### config.mk
export PLATFORM = sky130hd
export DESIGN_NAME = morse_letter_decoder_flat
export DESIGN_NICKNAME = d
export VERILOG_FILES = /design/src/rtl/morse_letter_decoder_pkg.sv /design/src/rtl/morse_letter_decoder_if.sv /design/src/rtl/morse_letter_decoder_lookup.sv /design/src/rtl/morse_letter_decoder.sv /design/src/flat_wrapper.sv
export SDC_FILE = /design/constraint.sdc
export NUM_CORES = 1
export LEC_CHECK = 0
export CAP_MARGIN = 40
export CORE_ASPECT_RATIO = 1.2
export CORE_UTILIZATION = 31
export DETAILED_ROUTE_END_ITERATION = 7
export GPL_TIMING_DRIVEN = 0
export PLACE_DENSITY = 0.47
export RECOVER_POWER = 25
export SLEW_MARGIN = 30
export SYNTH_ARGS = -nofsm -noshare
export SYNTH_HDL_FRONTEND = slang
export SYNTH_SLANG_ARGS = --single-unit
### constraint.sdc
create_clock -name clk -period 2.47 [get_ports clk]
set_input_delay 0.247 -clock clk [delete_from_list [all_inputs] [get_ports clk]]
set_output_delay 0.247 -clock clk [all_outputs]
set_load 0.02 [all_outputs]
### src/rtl/morse_letter_decoder_pkg.sv
// Shared Morse definitions: symbol codes, decoder states, ASCII constants.
// The upstream dit/dah counter uses the same symbol codes.
package morse_letter_decoder_pkg;

  typedef enum logic [2:0] {
    SYM_NONE       = 3'd0,
    SYM_DIT        = 3'd1,
    SYM_DAH        = 3'd2,
    SYM_LETTER_GAP = 3'd3,
    SYM_WORD_GAP   = 3'd4
  } sym_e;

  typedef enum logic [1:0] {
    ST_IDLE,
    ST_COLLECT,
    ST_EMIT_SPACE
  } state_e;

  localparam logic [7:0]  ASCII_SPACE          = 8'h20;
  localparam logic [7:0]  UNKNOWN_CHAR_DEFAULT = 8'h3F;
  localparam int unsigned MAX_SYMS_DEFAULT     = 5;

  // Codes 5-7 carry no symbol and behave like NONE.
  function automatic sym_e decode_sym(input logic [2:0] code);
    return (code > 3'd4) ? SYM_NONE : sym_e'(code);
  endfunction

endpackage

### src/rtl/morse_letter_decoder_if.sv
// Symbol input and strobed character output of the Morse letter decoder.
interface morse_letter_decoder_if;
  logic [2:0] ditsdahs;
  logic [7:0] char_data;
  logic       char_valid;
  logic       sym_error;

  modport master (output ditsdahs, input char_data, input char_valid, input sym_error);
  modport slave  (input ditsdahs, output char_data, output char_valid, output sym_error);
endinterface

### src/rtl/morse_letter_decoder_lookup.sv
// Combinational Morse ROM: (len, pattern) -> ASCII, bit i = symbol i, 1 = DAH.
// Pattern bits at index >= len are masked off before matching.
module morse_letter_decoder_lookup #(
  parameter int unsigned MAX_SYMS = 5,
  parameter int unsigned LEN_W    = $clog2(MAX_SYMS + 1)
) (
  input  logic [LEN_W-1:0]    len_i,
  input  logic [MAX_SYMS-1:0] pattern_i,
  output logic [7:0]          ascii_o,
  output logic                hit_o
);
  localparam int unsigned PW = (MAX_SYMS > 5) ? MAX_SYMS : 5;

  logic [PW-1:0] pat_wide;
  logic [4:0]    pat5;
  logic [12:0]   key;

  always_comb begin
    pat_wide = PW'(pattern_i);
    pat5     = '0;
    for (int unsigned i = 0; i < 5; i++) begin
      if (i < 32'(len_i)) pat5[i] = pat_wide[i];
    end
    key     = {8'(len_i), pat5};
    ascii_o = '0;
    hit_o   = 1'b1;
    case (key)
      {8'd2, 5'b00010}: ascii_o = "A";
      {8'd4, 5'b00001}: ascii_o = "B";
      {8'd4, 5'b00101}: ascii_o = "C";
      {8'd3, 5'b00001}: ascii_o = "D";
      {8'd1, 5'b00000}: ascii_o = "E";
      {8'd4, 5'b00100}: ascii_o = "F";
      {8'd3, 5'b00011}: ascii_o = "G";
      {8'd4, 5'b00000}: ascii_o = "H";
      {8'd2, 5'b00000}: ascii_o = "I";
      {8'd4, 5'b01110}: ascii_o = "J";
      {8'd3, 5'b00101}: ascii_o = "K";
      {8'd4, 5'b00010}: ascii_o = "L";
      {8'd2, 5'b00011}: ascii_o = "M";
      {8'd2, 5'b00001}: ascii_o = "N";
      {8'd3, 5'b00111}: ascii_o = "O";
      {8'd4, 5'b00110}: ascii_o = "P";
      {8'd4, 5'b01011}: ascii_o = "Q";
      {8'd3, 5'b00010}: ascii_o = "R";
      {8'd3, 5'b00000}: ascii_o = "S";
      {8'd1, 5'b00001}: ascii_o = "T";
      {8'd3, 5'b00100}: ascii_o = "U";
      {8'd4, 5'b01000}: ascii_o = "V";
      {8'd3, 5'b00110}: ascii_o = "W";
      {8'd4, 5'b01001}: ascii_o = "X";
      {8'd4, 5'b01101}: ascii_o = "Y";
      {8'd4, 5'b00011}: ascii_o = "Z";
      {8'd5, 5'b11111}: ascii_o = "0";
      {8'd5, 5'b11110}: ascii_o = "1";
      {8'd5, 5'b11100}: ascii_o = "2";
      {8'd5, 5'b11000}: ascii_o = "3";
      {8'd5, 5'b10000}: ascii_o = "4";
      {8'd5, 5'b00000}: ascii_o = "5";
      {8'd5, 5'b00001}: ascii_o = "6";
      {8'd5, 5'b00011}: ascii_o = "7";
      {8'd5, 5'b00111}: ascii_o = "8";
      {8'd5, 5'b01111}: ascii_o = "9";
      default:          hit_o   = 1'b0;
    endcase
  end

endmodule

### src/rtl/morse_letter_decoder.sv
// Accumulates DIT/DAH symbols and emits one-cycle ASCII strobes on letter/word gaps,
// including a single space per word gap.
module morse_letter_decoder
  import morse_letter_decoder_pkg::*;
#(
  parameter int unsigned MAX_SYMS     = MAX_SYMS_DEFAULT,
  parameter logic [7:0]  UNKNOWN_CHAR = UNKNOWN_CHAR_DEFAULT
) (
  input logic                   clk,
  input logic                   reset,
  morse_letter_decoder_if.slave bus
);
  localparam int unsigned LEN_W = $clog2(MAX_SYMS + 1);

  state_e              state_q, state_d;
  sym_e                prev_q, prev_d;
  logic [LEN_W-1:0]    len_q, len_d;
  logic [MAX_SYMS-1:0] pat_q, pat_d;
  logic                ovf_q, ovf_d;
  logic                lws_q, lws_d;
  logic [7:0]          char_q, char_d;
  logic                valid_q, valid_d;
  logic                err_q, err_d;

  sym_e       sym;
  logic       sym_event;
  logic [7:0] lk_ascii;
  logic       lk_hit;

  assign sym       = decode_sym(bus.ditsdahs);
  assign sym_event = (sym != SYM_NONE) && (sym != prev_q);

  morse_letter_decoder_lookup #(
    .MAX_SYMS (MAX_SYMS),
    .LEN_W    (LEN_W)
  ) u_lookup (
    .len_i     (len_q),
    .pattern_i (pat_q),
    .ascii_o   (lk_ascii),
    .hit_o     (lk_hit)
  );

  always_comb begin
    state_d = state_q;
    prev_d  = sym;
    len_d   = len_q;
    pat_d   = pat_q;
    ovf_d   = ovf_q;
    lws_d   = lws_q;
    char_d  = char_q;
    valid_d = 1'b0;
    err_d   = 1'b0;

    // The pending space goes out first; a symbol event this cycle then
    // overlays onto the already-empty buffer so nothing is dropped.
    if (state_q == ST_EMIT_SPACE) begin
      char_d  = ASCII_SPACE;
      valid_d = 1'b1;
      lws_d   = 1'b1;
      state_d = ST_IDLE;
    end

    if (sym_event) begin
      case (sym)
        SYM_DIT, SYM_DAH: begin
          if (32'(len_q) < MAX_SYMS) begin
            pat_d[len_q] = (sym == SYM_DAH);
            len_d        = len_q + LEN_W'(1);
          end else begin
            ovf_d = 1'b1;
          end
          state_d = ST_COLLECT;
        end
        SYM_LETTER_GAP, SYM_WORD_GAP: begin
          if (state_q == ST_COLLECT) begin
            char_d  = (ovf_q || !lk_hit) ? UNKNOWN_CHAR : lk_ascii;
            err_d   = ovf_q || !lk_hit;
            valid_d = 1'b1;
            len_d   = '0;
            pat_d   = '0;
            ovf_d   = 1'b0;
            lws_d   = 1'b0;
            state_d = (sym == SYM_WORD_GAP) ? ST_EMIT_SPACE : ST_IDLE;
          end else if (sym == SYM_WORD_GAP && state_q == ST_IDLE && !lws_q) begin
            char_d  = ASCII_SPACE;
            valid_d = 1'b1;
            lws_d   = 1'b1;
          end
        end
        default: ;
      endcase
    end
  end

  always_ff @(posedge clk) begin
    if (reset) begin
      state_q <= ST_IDLE;
      prev_q  <= SYM_NONE;
      len_q   <= '0;
      pat_q   <= '0;
      ovf_q   <= 1'b0;
      lws_q   <= 1'b1;
      char_q  <= '0;
      valid_q <= 1'b0;
      err_q   <= 1'b0;
    end else begin
      state_q <= state_d;
      prev_q  <= prev_d;
      len_q   <= len_d;
      pat_q   <= pat_d;
      ovf_q   <= ovf_d;
      lws_q   <= lws_d;
      char_q  <= char_d;
      valid_q <= valid_d;
      err_q   <= err_d;
    end
  end

  assign bus.char_data  = char_q;
  assign bus.char_valid = valid_q;
  assign bus.sym_error  = err_q;

endmodule
### src/flat_wrapper.sv
// flat-port wrapper written by rule: the top's interface ports become plain ports
module morse_letter_decoder_flat import morse_letter_decoder_pkg::*;
#(
  parameter int unsigned MAX_SYMS     = MAX_SYMS_DEFAULT,
  parameter logic [7:0]  UNKNOWN_CHAR = UNKNOWN_CHAR_DEFAULT
)
  (clk, reset, bus_ditsdahs, bus_char_data, bus_char_valid, bus_sym_error);
  morse_letter_decoder_if bus_i ();
  input logic clk;
  input logic reset;
  input wire logic [$bits(bus_i.ditsdahs)-1:0] bus_ditsdahs;
  output wire logic [$bits(bus_i.char_data)-1:0] bus_char_data;
  output wire logic [$bits(bus_i.char_valid)-1:0] bus_char_valid;
  output wire logic [$bits(bus_i.sym_error)-1:0] bus_sym_error;
  assign bus_i.ditsdahs = bus_ditsdahs;
  assign bus_char_data = bus_i.char_data;
  assign bus_char_valid = bus_i.char_valid;
  assign bus_sym_error = bus_i.sym_error;
  morse_letter_decoder #(.MAX_SYMS(MAX_SYMS), .UNKNOWN_CHAR(UNKNOWN_CHAR)) u_core (.clk(clk), .reset(reset), .bus(bus_i));
endmodule
==> impl_metrics.toml, run 1 <==
[job]
maxCapViolCount = 0

[global_routing]
grt_start_max_net_pins = 16
grt_antenna_before_repair = 0
grt_usage_pct = 18.37
grt_pass1_vias = 1988
grt_pass1_wl_um = 9777
gr-total-overflow = 0

[sta]
min_period_ns = 2.232
hold_viol = 0
finalSetupTns_ns = 0
relSlewSlack_pct = 54.50
finalCritPeriodShare_pct = 90.37
setup_viol = 0
rsz0062_at_grt = "no"
fmax_mhz = 448.0
worst-slew-pin-transition_ns = 0.6825
slew_viol_final = 0
clock_skew_ns = 0.002027

[synthesis]
ys_top_cells_by_count = "27 x nor2_1, 26 x nand2_1, 25 x dfxtp_1"
synth_cell_types = 64
synth-main-ff-cell = "dfxtp_1"
syn-num-nets = 270
synthCells = 263
synth_area_mm2 = 0.002003
synth_seq_cells = 25
ys_warn_count = 0
synth_edf_count = 0
synth_top_area_share_pct = 24.98
netlist_top_cells_area = "dfxtp_1 25%, a21oi_1 5.2%, nor2_1 5.1%"
async_flop_share_pct = 0
syn_avg_cell_area_um2 = 7.617
yosysSeqAreaShare_pct = 24.98
yosys.area.top_type = "dfxtp_1"
synth.most_common_cell = "nor2_1"

[placed_design]
gp_congestion = 0.8837
port_buffers = 13
place_area_mm2 = 0.002236
dp_hpwl_um = 4334

[worst_setup_path]
path_class = "register to register"
required_ns = 2.68
start_kind = "register"
crit_arrival_ns = 2.45
end_kind = "register"
critical_path.max_fanout = 10

[cts]
numClockSinks = 25
cts_tree = "yes"
clk_path_buf_depth = 2
cts_inserted_buffers = 3
cts-root-buf = "clkbuf_8"
clkLatencyLatePin_ns = 0.27
clkTransAtPathRegs_ns = 0.09
cts.htree.levels = 1

[power_and_ir_drop]
ir_drop_v = 0.0001762
p_leak_uw = 0.0008212
power_density_mw_per_mm2 = 386.3

[layout]
drive_gt1_share_pct = 13.21
n_antenna_cell = 0
final_area_mm2 = 0.002297
nNetsFinal = 288
areaGrowthSynthToFinish_pct = 14.68

[die]
die_w_um = 75.38
rows = 31
dieHeight_um = 90.06
initial_core_util_pct = 32.69
io-pin-count = 15
core_mm2 = 0.006128
dieArea_mm2 = 0.006788

[worst_hold_path]
hold_class = "input port to register"

[routing]
vias = 2036
drt_wl_total_um = 5751
drt_iter0_markers = 212
first_pass_iters = 4
ant_nets = 0
viasPerCell = 5.624
drcViolationCount = 0
wl_per_cell_um = 15.89

[outcome]
status = "completed"
==> cell usage in the layout, fill, tap and decap left out, types with 3 or more instances in the layout <==
cell type / n
clkbuf_1: 7
or2_2: 4
nand2_1: 26
clkbuf_2: 3
a31oi_1: 3
and2_1: 3
clkbuf_8: 6
o31ai_1: 6
o21ai_0: 14
clkdlybuf4s50_1: 8
nand4b_1: 3
o22ai_1: 3
nand2b_1: 5
nor3_1: 4
o211ai_1: 3
dlygate4sd3_1: 5
o32ai_1: 3
inv_1: 7
nor3b_1: 6
nand3_1: 12
nand3b_1: 4
dfxtp_1: 25
nor2b_1: 6
o2111ai_1: 3
a21oi_1: 21
nor2_1: 27
buf_6: 4
==> path summary, 6_finish.rpt <==
path	start	endpoint	slack, ns	cells past startpoint
setup reg to reg	u_core.len_q[1]$_SDFFE_PP0P_	u_core.bus.char_data[0]$_SDFF_PP0_	0.24	8
hold reg to reg	u_core.bus.char_data[0]$_SDFF_PP0_	u_core.bus.char_data[0]$_SDFF_PP0_	0.45	2
hold / removal	reset	u_core.prev_q[1]$_SDFF_PP0_	0.27	2
setup / recovery	u_core.len_q[1]$_SDFFE_PP0P_	u_core.bus.char_data[0]$_SDFF_PP0_	0.24	8
==> critical path, cell delays in order (launching register included) <==
cell and delay (ns):
dfxtp_1 0.36, buf_6 0.14, clkbuf_1 0.36, inv_1 0.23, nand3_1 0.14, o32ai_1 0.09, a211oi_1 0.41, nand4_1 0.29
nand3_1 0.15
==> per-layer routing <==
metal  vias to the layer above  part of all wire, %  global-route usage [%]
met5                         -                    0                       0
li1                       1003                    -                       -
met2                        68                   48                   29.39
met4                         0                  3.2                   7.870
met1                       949                   44                   24.42
met3                        16                  5.0                   1.906
==> cell type report <==
cell class,count,area [µm²]
buffer,21,152.6
clock buffer,3,41.29
clock inverter,1,7.507
fill,689,3831
inverter,8,30.03
multi-input combinational,209,1333
sequential,25,500.5
tap,82,102.6
timing repair buffer,13,130.1
==> where the power goes <==
part | switching, µW | internal, µW | leakage [µW]
clock | 140 | 114 | 0.0000217
sequential | 11.8 | 417 | 0.000203
combinational | 124 | 80.6 | 0.000597
total | 275 | 612 | 0.000821
==> through the flow <==
stage | hold WS (ns) | power (µW) | util, % | setup WS, ns | std cells
final | 0.2673 | 887.4 | 37.48 | 0.2378 | 362
after global routing | 0.2848 | 935.9 | 37.48 | 0.03795 | 362
after CTS | 0.2714 | 898.6 | 37.28 | 0.2125 | 362
after detailed placement | 0.4482 | 641.5 | 36.48 | -0.07843 | 358
after global placement | 0.4445 | 642.8 | 36.48 | -0.06068 | 358
after floorplan | 0.4458 | 584.9 | - | 0.5837 | 263
==> registers in the layout, indices dropped and copies added, names as in the netlist <==
name and count:
u_core.bus.char_data 8, u_core.pat_q 5, u_core.len_q 3, u_core.prev_q 3, u_core.state_q 2, u_core.bus.char_valid 1
u_core.bus.sym_error 1, u_core.lws_q 1, u_core.ovf_q 1
==> what timing repair did <==
action,in CTS,in global routing
setup endpoints to repair,0,6
buffers inserted,0,0
resized for setup,0,2
hold buffers,0,0
==> cell families (layout without fill, tap and decap cells) <==
group / count (synthesis) / after routing / synth area share [%]
AOI/OAI and AO/OA: 82 / 82 / 29.04
xor gates and xnor gates: 2 / 2 / 0.8746
adders and majority gates: 2 / 2 / 1.249
buffers and inverters: 29 / 46 / 9.119
DFF: 25 / 25 / 24.98
muxes: 2 / 2 / 0.9994
and+or+nand+nor: 121 / 121 / 33.73
(Power assumes the default switching activity.)
==> inputs of run 2 (changes only) <==
==> constraint.sdc (replaced) <==
create_clock -name clk -period 2.47 [get_ports clk]
set_input_delay 0.494 -clock clk [delete_from_list [all_inputs] [get_ports clk]]
set_output_delay 0.494 -clock clk [all_outputs]
set_load 0.02 [all_outputs]
==> impl_metrics.toml, run 2 (synthesized netlist as in run 1, its figures left out) <==
[outcome]
status = "completed"

[sta]
min_period_ns = 2.265
hold_viol = 0
finalCritPeriodShare_pct = 91.68
slew_viol_final = 0
setup_viol = 0
worst-slew-pin-transition_ns = 0.5870
rsz0062_at_grt = "no"
fmax_mhz = 441.6
finalSetupTns_ns = 0
worst_slack_ns = 0.2054
clock_skew_ns = 0.001484
relSlewSlack_pct = 60.78

[cts]
clkTransAtPathRegs_ns = 0.09
cts_tree = "yes"
numClockSinks = 25
clkLatencyLatePin_ns = 0.27
cts_hold_buffers = 0
cts.htree.levels = 1
clk_path_buf_depth = 2
cts-root-buf = "clkbuf_8"
cts_inserted_buffers = 3

[layout]
n_fill_cell = 690
final_cell_mix = "27 x nor2_1, 26 x nand2_1, 25 x dfxtp_1"
areaGrowthSynthToFinish_pct = 16.18
drive_gt1_share_pct = 14.13
nNetsFinal = 291
largest_reg_flops = 8
seqCellArea_um2 = 500.5
multi_input_area_mm2 = 0.001338
final_common_cell = "nor2_1"
n_antenna_cell = 0

[global_routing]
gr-total-overflow = 0
grt_pass1_wl_um = 9784
grt_usage_pct = 18.39
grt_start_max_net_pins = 16
grt_pass1_vias = 1988
grt_antenna_before_repair = 0

[power_and_ir_drop]
power_density_mw_per_mm2 = 383.4
combPwrFrac_pct = 23.7
clockPowerShare_pct = 28.2
intPower_uw = 617.9
switching_share_pct = 30.74
p_leak_uw = 0.0008451
power_frac_seq_pct = 48.1
switchingPower_uw = 274.3
ir_drop_v = 0.0001758

[die]
dieHeight_um = 90.06
core_mm2 = 0.006128
rows = 31
die_w_um = 75.38
initial_core_util_pct = 32.69
dieArea_mm2 = 0.006788
io-pin-count = 15

[routing]
first_pass_iters = 4
ant_nets = 0
wl_per_cell_um = 15.81
drt_wl_total_um = 5771
drcViolationCount = 0
drt_iter0_markers = 200
vias = 2047
viasPerCell = 5.608

[job]
maxCapViolCount = 0

[worst_setup_path]
crit_top_cell = "nand3_1"
crit_arrival_ns = 2.48
crit_family = "buffers and inverters"
path_buf_inv = 3
cp_cell_sequence = "buf_6 > clkbuf_1 > inv_1 > nand3_1 > o32ai_1 > a211oi_1 > nand4_1 > nand3_1"
start_kind = "register"
required_ns = 2.68
end_kind = "register"
rrSetupSlack_ns = 0.21
slowest_delay_ns = 0.40
critical_path.max_fanout = 10
crit_path_top_delay_cell = "a211oi_1"
path_class = "register to register"

[placed_design]
gp_congestion = 0.8837
dp_hpwl_um = 4334
port_buffers = 13
dp_slack_ns = -0.3254

[worst_hold_path]
hold_class = "register to register"
[run 2: what timing repair did]
item,CTS,global route
setup endpoints to repair,5,10
endpoints found under the hold margin,0,0
setup buffers,0,3
resized for setup,1,3
pin swaps,1,2
gates cloned,0,0
[run 2: power by group through the flow]
stage / clock network [µW] / registers (µW) / logic (µW)
2_1_floorplan: 0 / 442 / 143
3_3_place_gp: 0 / 438 / 205
3_5_place_dp: 0 / 439 / 203
4_1_cts: 266 / 429 / 204
5_1_grt: 277 / 431 / 235
6_report: 252 / 429 / 212
[run 2: worst register-to-register path: cells and delay by family, from the launching register on]
family,cells,cell delay [ns]
flops,1,0.36
buf+inv,3,0.77
simple gates,3,0.58
compound gates,2,0.49
[run 2: layer usage]
| metal | vias to the layer above | wire length (µm) | track usage [%] |
|---|---|---|---|
| met5 | - | 0 | 0 |
| met4 | 0 | 196 | 7.870 |
| met3 | 17 | 214 | 1.906 |
| met2 | 53 | 2810 | 29.39 |
| met1 | 968 | 2550 | 24.49 |
| li1 | 1009 | - | - |
[run 2: path summary, 6_finish.rpt]
path,startpoint,to,depth (start not counted)
setup / recovery,u_core.len_q[1]$_SDFFE_PP0P_,u_core.bus.char_data[0]$_SDFF_PP0_,8
hold / removal,u_core.bus.char_data[0]$_SDFF_PP0_,u_core.bus.char_data[0]$_SDFF_PP0_,2
setup reg to reg,u_core.len_q[1]$_SDFFE_PP0P_,u_core.bus.char_data[0]$_SDFF_PP0_,8
hold reg to reg,u_core.bus.char_data[0]$_SDFF_PP0_,u_core.bus.char_data[0]$_SDFF_PP0_,2
[run 2: cell type report]
cell class	instances	share of cell area, %
clock buffers	3	1.774
plain buffers	21	6.559
repair buffers	16	6.667
clock inverters	1	0.3226
well taps	82	4.409
multi-input cells	209	57.47
flip-flops and latches	25	21.51
inverters	8	1.290
[run 2: stage by stage]
step	hold WS, ns	instance area [µm²]	instances	power [µW]	util, %
3_3_place_gp	0.4445	2236	358	642.8	36.48
5_1_grt	0.4871	2327	365	943.8	37.97
4_1_cts	0.4674	2291	362	899.4	37.38
3_5_place_dp	0.4482	2236	358	641.5	36.48
6_report	0.4530	2327	365	892.2	37.97
2_1_floorplan	0.4775	2003	263	584.9	-
